`config.mk`:
```
export PLATFORM = sky130hd
export DESIGN_NAME = shared_link_arb
export DESIGN_NICKNAME = d
export VERILOG_FILES = /design/src/rtl/shared_link_pkg.sv /design/src/rtl/shared_link_rr_pick.sv /design/src/rtl/shared_link_arb.sv
export SDC_FILE = /design/constraint.sdc
export NUM_CORES = 1
export LEC_CHECK = 0
export ABC_AREA = 1
export ABC_CLOCK_PERIOD_IN_PS = 1800
export CELL_PAD_IN_SITES_DETAIL_PLACEMENT = 1
export CELL_PAD_IN_SITES_GLOBAL_PLACEMENT = 1
export CORE_MARGIN = 1
export CORE_UTILIZATION = 25
export DETAILED_ROUTE_END_ITERATION = 12
export PLACE_DENSITY = 0.71
export REMOVE_ABC_BUFFERS = 1
export SLEW_MARGIN = 10
export SYNTH_ARGS = -nofsm -noshare
export SYNTH_HDL_FRONTEND = slang
export SYNTH_SLANG_ARGS = --single-unit
```
`constraint.sdc`:
```
create_clock -name i_clk -period 1.8 [get_ports i_clk]
set_input_delay 0.54 -clock i_clk [delete_from_list [all_inputs] [get_ports i_clk]]
set_output_delay 0.54 -clock i_clk [all_outputs]
set_load 0.05 [all_outputs]
```
`src/rtl/shared_link_pkg.sv`:
```
// Shared definitions for the shared-link round-robin arbiter.
// Optional tenure watchdog: SHARED_LINK_ARB_TIMEOUT_EN.
package shared_link_pkg;

    localparam int unsigned TENURE_W     = 8;
    localparam int unsigned N_REQ_DEF    = 4;
    localparam int unsigned HOLD_MAX_DEF = 16;

    typedef enum logic [1:0] {
        IDLE  = 2'd0,
        GRANT = 2'd1,
        GAP   = 2'd2
    } link_state_e;

endpackage

```
`src/rtl/shared_link_rr_pick.sv`:
```
// Combinational round-robin picker: first set request at or above ptr, wrapping.
module shared_link_rr_pick
    import shared_link_pkg::*;
#(
    parameter int unsigned N_REQ = N_REQ_DEF,
    localparam int unsigned ID_W = $clog2(N_REQ)
) (
    input  logic [N_REQ-1:0] i_req,
    input  logic [ID_W-1:0]  i_ptr,
    output logic             o_valid,
    output logic [ID_W-1:0]  o_winner
);

    int unsigned w_idx;

    // Scan from the farthest offset down so the nearest requester wins last.
    always_comb begin
        o_valid  = 1'b0;
        o_winner = '0;
        w_idx    = 0;
        for (int off = N_REQ - 1; off >= 0; off--) begin
            w_idx = (int'(i_ptr) + off) % N_REQ;
            if (i_req[w_idx]) begin
                o_valid  = 1'b1;
                o_winner = ID_W'(w_idx);
            end
        end
    end

endmodule

```
`src/rtl/shared_link_arb.sv`:
```
// Round-robin arbiter for a single shared link with a one-cycle turnaround gap.
// Optional tenure watchdog enabled by defining SHARED_LINK_ARB_TIMEOUT_EN.
module shared_link_arb
    import shared_link_pkg::*;
#(
    parameter int unsigned N_REQ    = N_REQ_DEF,
    parameter int unsigned HOLD_MAX = HOLD_MAX_DEF,
    localparam int unsigned ID_W    = $clog2(N_REQ)
) (
    input  logic             i_clk,
    input  logic             i_rst,
    input  logic [N_REQ-1:0] i_req,
    input  logic [N_REQ-1:0] i_done,
    output logic [N_REQ-1:0] o_gnt,
    output logic [ID_W-1:0]  o_gnt_id,
    output logic             o_busy,
    output logic             o_timeout
);

    if (N_REQ < 2 || N_REQ > 8) begin : g_bad_n_req
        $error("N_REQ out of range 2..8");
    end
    if (HOLD_MAX < 2 || HOLD_MAX > 255) begin : g_bad_hold_max
        $error("HOLD_MAX out of range 2..255");
    end

    link_state_e      r_state, w_state_nxt;
    logic [N_REQ-1:0] r_gnt, w_gnt_nxt;
    logic [ID_W-1:0]  r_gnt_id, w_gnt_id_nxt;
    logic [ID_W-1:0]  r_ptr, w_ptr_nxt;
    logic             r_timeout, w_timeout_nxt;

    logic             w_valid;
    logic [ID_W-1:0]  w_winner;
    logic [N_REQ-1:0] w_win_onehot;
    logic [ID_W-1:0]  w_win_next_ptr;
    logic             w_req_g;
    logic             w_done_g;
    logic             w_hit;
    logic             w_release;
    logic             w_forced;

    shared_link_rr_pick #(
        .N_REQ (N_REQ)
    ) u_pick (
        .i_req    (i_req),
        .i_ptr    (r_ptr),
        .o_valid  (w_valid),
        .o_winner (w_winner)
    );

`ifdef SHARED_LINK_ARB_TIMEOUT_EN
    logic [TENURE_W-1:0] r_tenure;
    logic [TENURE_W-1:0] w_tenure_inc;

    assign w_tenure_inc = (r_tenure == '1) ? r_tenure : r_tenure + TENURE_W'(1);
    // Fires on the HOLD_MAX-th grant cycle so the grant lasts exactly HOLD_MAX cycles.
    assign w_hit        = (w_tenure_inc >= TENURE_W'(HOLD_MAX));

    // Held at zero outside GRANT, so every tenure starts from zero.
    always_ff @(posedge i_clk) begin
        if (i_rst) begin
            r_tenure <= '0;
        end else if (r_state != GRANT) begin
            r_tenure <= '0;
        end else begin
            r_tenure <= w_tenure_inc;
        end
    end
`else
    assign w_hit = 1'b0;
`endif

    assign w_win_onehot   = N_REQ'(1) << w_winner;
    assign w_win_next_ptr = (w_winner == ID_W'(N_REQ - 1)) ? '0 : w_winner + ID_W'(1);

    assign w_req_g   = i_req[r_gnt_id];
    assign w_done_g  = i_done[r_gnt_id];
    assign w_release = w_done_g | ~w_req_g | w_hit;
    // A normal release in the same cycle takes precedence over the watchdog.
    assign w_forced  = w_hit & ~w_done_g & w_req_g;

    always_comb begin
        w_state_nxt   = r_state;
        w_gnt_nxt     = r_gnt;
        w_gnt_id_nxt  = r_gnt_id;
        w_ptr_nxt     = r_ptr;
        w_timeout_nxt = 1'b0;
        unique case (r_state)
            IDLE: begin
                if (w_valid) begin
                    w_state_nxt  = GRANT;
                    w_gnt_nxt    = w_win_onehot;
                    w_gnt_id_nxt = w_winner;
                    w_ptr_nxt    = w_win_next_ptr;
                end
            end
            GRANT: begin
                if (w_release) begin
                    w_state_nxt   = GAP;
                    w_gnt_nxt     = '0;
                    w_timeout_nxt = w_forced;
                end
            end
            GAP: begin
                // Requests are sampled during the gap so the next grant follows it directly.
                if (w_valid) begin
                    w_state_nxt  = GRANT;
                    w_gnt_nxt    = w_win_onehot;
                    w_gnt_id_nxt = w_winner;
                    w_ptr_nxt    = w_win_next_ptr;
                end else begin
                    w_state_nxt = IDLE;
                end
            end
            default: begin
                w_state_nxt = IDLE;
                w_gnt_nxt   = '0;
            end
        endcase
    end

    always_ff @(posedge i_clk) begin
        if (i_rst) begin
            r_state   <= IDLE;
            r_gnt     <= '0;
            r_gnt_id  <= '0;
            r_ptr     <= '0;
            r_timeout <= 1'b0;
        end else begin
            r_state   <= w_state_nxt;
            r_gnt     <= w_gnt_nxt;
            r_gnt_id  <= w_gnt_id_nxt;
            r_ptr     <= w_ptr_nxt;
            r_timeout <= w_timeout_nxt;
        end
    end

    assign o_gnt     = r_gnt;
    assign o_gnt_id  = r_gnt_id;
    assign o_busy    = |r_gnt;
    assign o_timeout = r_timeout;

endmodule

```
# [After elaboration in Yosys (flattened, before gate mapping)]
# Cells that the tools add are included.
[classes] n_lt_le_gt_ge=5 addsub=4 n_reduce_logical=6 n_eq_ne=6 bitwise_logic=2 div_mod_pow=0 n_mux=28 shift=1 n_mul=0
[ops] cell="2-bit by 3-bit less-than comparator with 1-bit output (second input constant)" n=5
[ops] cell="2-bit two-way mux" n=7
[ops] cell="1-bit binary-select mux with 2-bit select" n=6
[ops] cell="1-bit two-way mux" n=11
[ops] cell="4-bit two-way mux" n=2
[ops] cell="4-bit case mux with 2 select lines" n=1
[ops] cell="2-bit case mux with 3 select lines" n=1
[ops] cell="2-bit AND reduction" n=3
[ops] cell="2-bit by 1-bit adder with 2-bit output (second input constant)" n=2
[ops] cell="2-bit adder (second input constant)" n=2
[ops] cell="2-bit == test (second input constant)" n=2
[ops] cell="2-bit by 1-bit != test with 1-bit output (second input constant)" n=2
[ops] cell="4-bit OR reduction" n=1
[ops] cell="1-bit by 2-bit << shifter with 4-bit output (first input constant)" n=1
[ops] cell="2-bit by 1-bit == test with 1-bit output (second input constant)" n=1
[ops] cell="2-bit logical NOT" n=1
[ops] cell="2-bit != test (second input constant)" n=1
[ops] cell="2-bit OR reduction" n=1
[ops] cell="1-bit NOT" n=1
[ops] cell="1-bit OR" n=1
[word_totals] latchBits=0 inputBits=10 out_inout_bits=8 romBits=0 wordCells=56 n_memories=0 ff_bits=10 ram_bits=0

# [Depth between registers and ports, before layout]
[logic_depth] word_depth=10 ltp_mapped=13 depth_no_buf=13

# [By module]
# From an unflattened synthesis, not the netlist that was laid out.
[unflattened] hier_cells=113 area_unflattened_um2=726.9
[by_module_without_submodules] mod="shared_link_arb" cells_per_inst=67 instances=1 seq_area_each_um2=200.2 area_each_um2=514.2
[by_module_without_submodules] mod="shared_link_rr_pick" cells_per_inst=46 instances=1 seq_area_each_um2=0.0 area_each_um2=212.7

# [Worst setup path after synthesis]
# Ideal clock, no wire load.
[synth_path] path_type="register to output" from="register r_gnt[2] (netlist: o_gnt[2])" to="output o_busy" arrival_ps=1296 n_path_buf=0 path_slack_ps=-36 path_stages_with_launch=2 required_ps=1260 cell_sequence="dfxtp_1 -> or4_1"
[synth_between] elab_chain_cells=1
[synth_rtl] item="start, declared" line="shared_link_arb.sv:28" source="logic [N_REQ-1:0] r_gnt, w_gnt_nxt;"
[synth_rtl] item="start signal, assigned" line="shared_link_arb.sv:132" source="r_gnt <= w_gnt_nxt;"
[synth_rtl] item="4-bit OR reduction" line="shared_link_arb.sv:141" source="assign o_busy = |r_gnt;"
[synth_rtl] item="end, declared" line="shared_link_arb.sv:16" source="output logic o_busy,"
# No other way between the ends.

# [Worst setup path in the final report]
# Same ends and word-level chain as after synthesis.

==> results.tsv <==
metric	value	unit
final_max_slew_viol_count	0	
commonest_register_cell_after_synthesis	sky130_fd_sc_hd__dfxtp_1	
clock_tree_from_tritoncts	yes	
power.static_leakage	0.576	nW
grt_overflow_total	0	
timing.critical_path.required	1.26	ns
drt_pass1_iterations	2	
ys_warn_count	0	
buffer_ports.inserted	16	
synthesis.area	743	um^2
timing.critical_path.from	o_gnt[2]$_SDFFE_PP0P_	
hold_depth	1	
endpoints_failing_hold	0	
globalRouteTotalUtil	17.0	%
routed_wire_length_per_instance	14.2	um
power-per-cell-area	2160	nW/um^2
critPathTopFamily	simple AND/OR/NAND/NOR gates	
hpwl	1860	um
slowest_stage	sky130_fd_sc_hd__or4_4	
postSynth.asyncResetShare	0	%
critical_register_to_register_path_endpoint	r_ptr[0]$_SDFFE_PP0P_	
first_global_vias	916	
postRouteAntennaNets	0	
worst_r2r_path_depth	13	
cts_root_buf	sky130_fd_sc_hd__clkbuf_4	
num-nets-final	161	
die_width	56.5	um
r2r_start	r_ptr[0]$_SDFFE_PP0P_	
share_of_layout_cells_above_drive_strength_1	54.1	%
antenna_cells_inserted	0	
worstPathArrival	1.29	ns
post_synth_num_cell_types	24	
cts.path.max_buffers	2	
finalCritPeriodShare	102	%
postSynthRegisterBits	10	
cts-hold-fix-buffers	0	
fin_crit	1.83	ns
syn_inst	112	
post-synth-top-count-cell	sky130_fd_sc_hd__nand2_1	
finClkSkew	0.00294	ns
avgViaCountPerCell	4.71	
io_pins	18	
chipHeight	56.5	um
die_area	3200	um^2
grt_first_pass_wirelength	4160	um
n_fill_cell	338	
worst-r2r-setup-slack	0.07	ns
min-delay-path-class	reg2reg	
cts.clk_slew.worst_paths	0.07	ns
count_of_max_cap_constraint_violations	0	
status	finished, violations left	
synth_edf_count	0	
initial_standard_cell_utilization_of_the_core	26.7	%
setup_repair_after_global_routing_missed_its_margin	true	
setup.worst_path.class	reg2out	
setup.worst_path.end_class	output pin	
grt_max_degree	9	
area_growth	65.7	%
place_congestion	0.811	
post_detailed_placement_cell_area	1080	um^2
fmaxAchievable	547	MHz
p_total	2.66	mW
cell_row_count	19	
failed_checks	negative setup slack	
irDropWorstVdd	1.28	mV
core	2780	um^2
crit_chain	or4_4 -> buf_8	
cpPeakStageDelay	0.51	ns
count_of_final_setup_violators	1	
yosysSeqAreaShare	26.9	%
cp-start-kind	register	
antenna_violations_before_repair	0	
synth.avg_cell_area	6.64	um^2
final_design_area_no_fill	1230	um^2
yosys-top-cells-count	sky130_fd_sc_hd__nand2_1 (31), sky130_fd_sc_hd__nand3_1 (12), sky130_fd_sc_hd__nand2_2 (11)	
h-tree-depth	1	
numClockSinks	10	
total_drc_errors_in_the_routed_layout	0	
detailroute.via_count	834	
source_to_sink_clock_delay_at_the_later_pin_of_the_worst_skew_pair	0.27	ns
drt_iter0_markers	13	
timing.critical_path.fanout_max	2	
synth_top_cell_area_share	26.9	%
numCtsBuffers	3	
netlist_top_cells_area	sky130_fd_sc_hd__dfxtp_1 (27%), sky130_fd_sc_hd__nand2_1 (16%), sky130_fd_sc_hd__nand2_2 (9.3%)	
number_of_buffers_and_inverters_on_the_critical_path	1	
wl	2510	um
place_ws	-0.527	ns
hold_path.startpoint	r_state[1]$_SDFFE_PP0P_	
post-route-worst-setup-slack	-0.0278	ns
holdPathEnd	r_state[1]$_SDFFE_PP0P_	
synthDominantAreaCellType	sky130_fd_sc_hd__dfxtp_1	
## area by class of cell
type | count | area [um^2] | area share, %
tap | 31 | 38.8 | 3.15
sequential | 10 | 210 | 17.1
timing repair buffer | 32 | 329 | 26.7
multi-input combinational | 87 | 564 | 45.8
inverter | 13 | 52.6 | 4.27
clock buffer | 4 | 36.3 | 2.95
## routing by layer
metal | part of all wire (%) | GRT usage, % | up-vias
met2 | 57 | 32.6 | 9
met5 | 0 | 0 | -
li1 | - | - | 419
met3 | 1.1 | 2.07 | 5
met1 | 40 | 19.2 | 401
met4 | 1.1 | 5.23 | 0
## kinds of logic (layout without fill, tap and decap cells)
kind of cell	count (synthesis)	after routing	synth area share (%)
adder cells (fa/ha/maj)	4	4	6.73
AND/OR/NAND/NOR	72	72	48.5
buffers and inverters	15	49	9.60
flip-flops	10	10	26.9
AO/OA/AOI/OAI	10	10	7.74
other	1	1	0.505
## flip-flops by register name, indices dropped and copies added, names as in the netlist
name and flops:
o_gnt 4, o_gnt_id 2, r_ptr 2, r_state 2
## layout by cell type, fill, tap and decap left out, types with 2 or more instances in the layout
cell type,count
sky130_fd_sc_hd__a21oi_1,3
sky130_fd_sc_hd__a21oi_2,2
sky130_fd_sc_hd__buf_12,5
sky130_fd_sc_hd__buf_4,14
sky130_fd_sc_hd__buf_6,3
sky130_fd_sc_hd__clkbuf_2,3
sky130_fd_sc_hd__clkbuf_4,3
sky130_fd_sc_hd__clkdlybuf4s50_1,5
sky130_fd_sc_hd__dfxtp_1,6
sky130_fd_sc_hd__dfxtp_2,2
sky130_fd_sc_hd__dfxtp_4,2
sky130_fd_sc_hd__ha_2,2
sky130_fd_sc_hd__inv_1,6
sky130_fd_sc_hd__inv_2,5
sky130_fd_sc_hd__nand2_1,23
sky130_fd_sc_hd__nand2_2,18
sky130_fd_sc_hd__nand2_4,2
sky130_fd_sc_hd__nand3_1,6
sky130_fd_sc_hd__nand3_2,6
sky130_fd_sc_hd__nor2_1,9
sky130_fd_sc_hd__o211ai_1,3
sky130_fd_sc_hd__or2_4,2
## worst max path at each step
stage,to,slack [ns],depth (start not counted)
floorplan,o_busy,-0.04,1
global placement,o_gnt[0]$_SDFFE_PP0P_,-0.47,13
detailed placement,o_gnt[0]$_SDFFE_PP0P_,-0.53,13
CTS,o_busy,-0.03,2
global route,o_busy,-0.06,2
finish,o_busy,-0.03,2
## metrics by stage
step	instances	setup TNS [ns]	hold slack, ns	utilization [%]
final	177	-0.0278	0.448	44.3
after global placement	172	-3.54	0.410	38.9
after CTS	177	-0.0332	0.432	42.3
after floorplan	110	-0.0363	0.397	-
after global routing	177	-0.139	0.456	44.3
after detailed placement	172	-4.04	0.419	38.9
## report_power, final
part / switching, mW / leakage, nW / internal (mW)
combinational: 1.14 / 0.471 / 0.882
sequential: 0.103 / 0.0846 / 0.324
clock: 0.0835 / 0.0210 / 0.123
## worst register-to-register path: stages (launching register included)
cell and delay, ns:
sky130_fd_sc_hd__dfxtp_4 0.40, sky130_fd_sc_hd__buf_6 0.13, sky130_fd_sc_hd__nand2_1 0.07, sky130_fd_sc_hd__nand2_2 0.09, sky130_fd_sc_hd__nand2_2 0.08, sky130_fd_sc_hd__nand2_2 0.10, sky130_fd_sc_hd__nand3_2 0.10, sky130_fd_sc_hd__nand2_2 0.07
sky130_fd_sc_hd__nand2_2 0.07, sky130_fd_sc_hd__nand2_4 0.11, sky130_fd_sc_hd__ha_2 0.18, sky130_fd_sc_hd__nand3_2 0.09, sky130_fd_sc_hd__nand3_2 0.08, sky130_fd_sc_hd__nor2_1 0.05
## repair_timing
action	CTS	global route
resized for setup	21	30
cloned	0	0
endpoints found under the hold margin	0	0
pin swaps	7	7
setup buffers	1	0
endpoints found under the setup margin	9	7
Power figures use the tool's default switching activity.
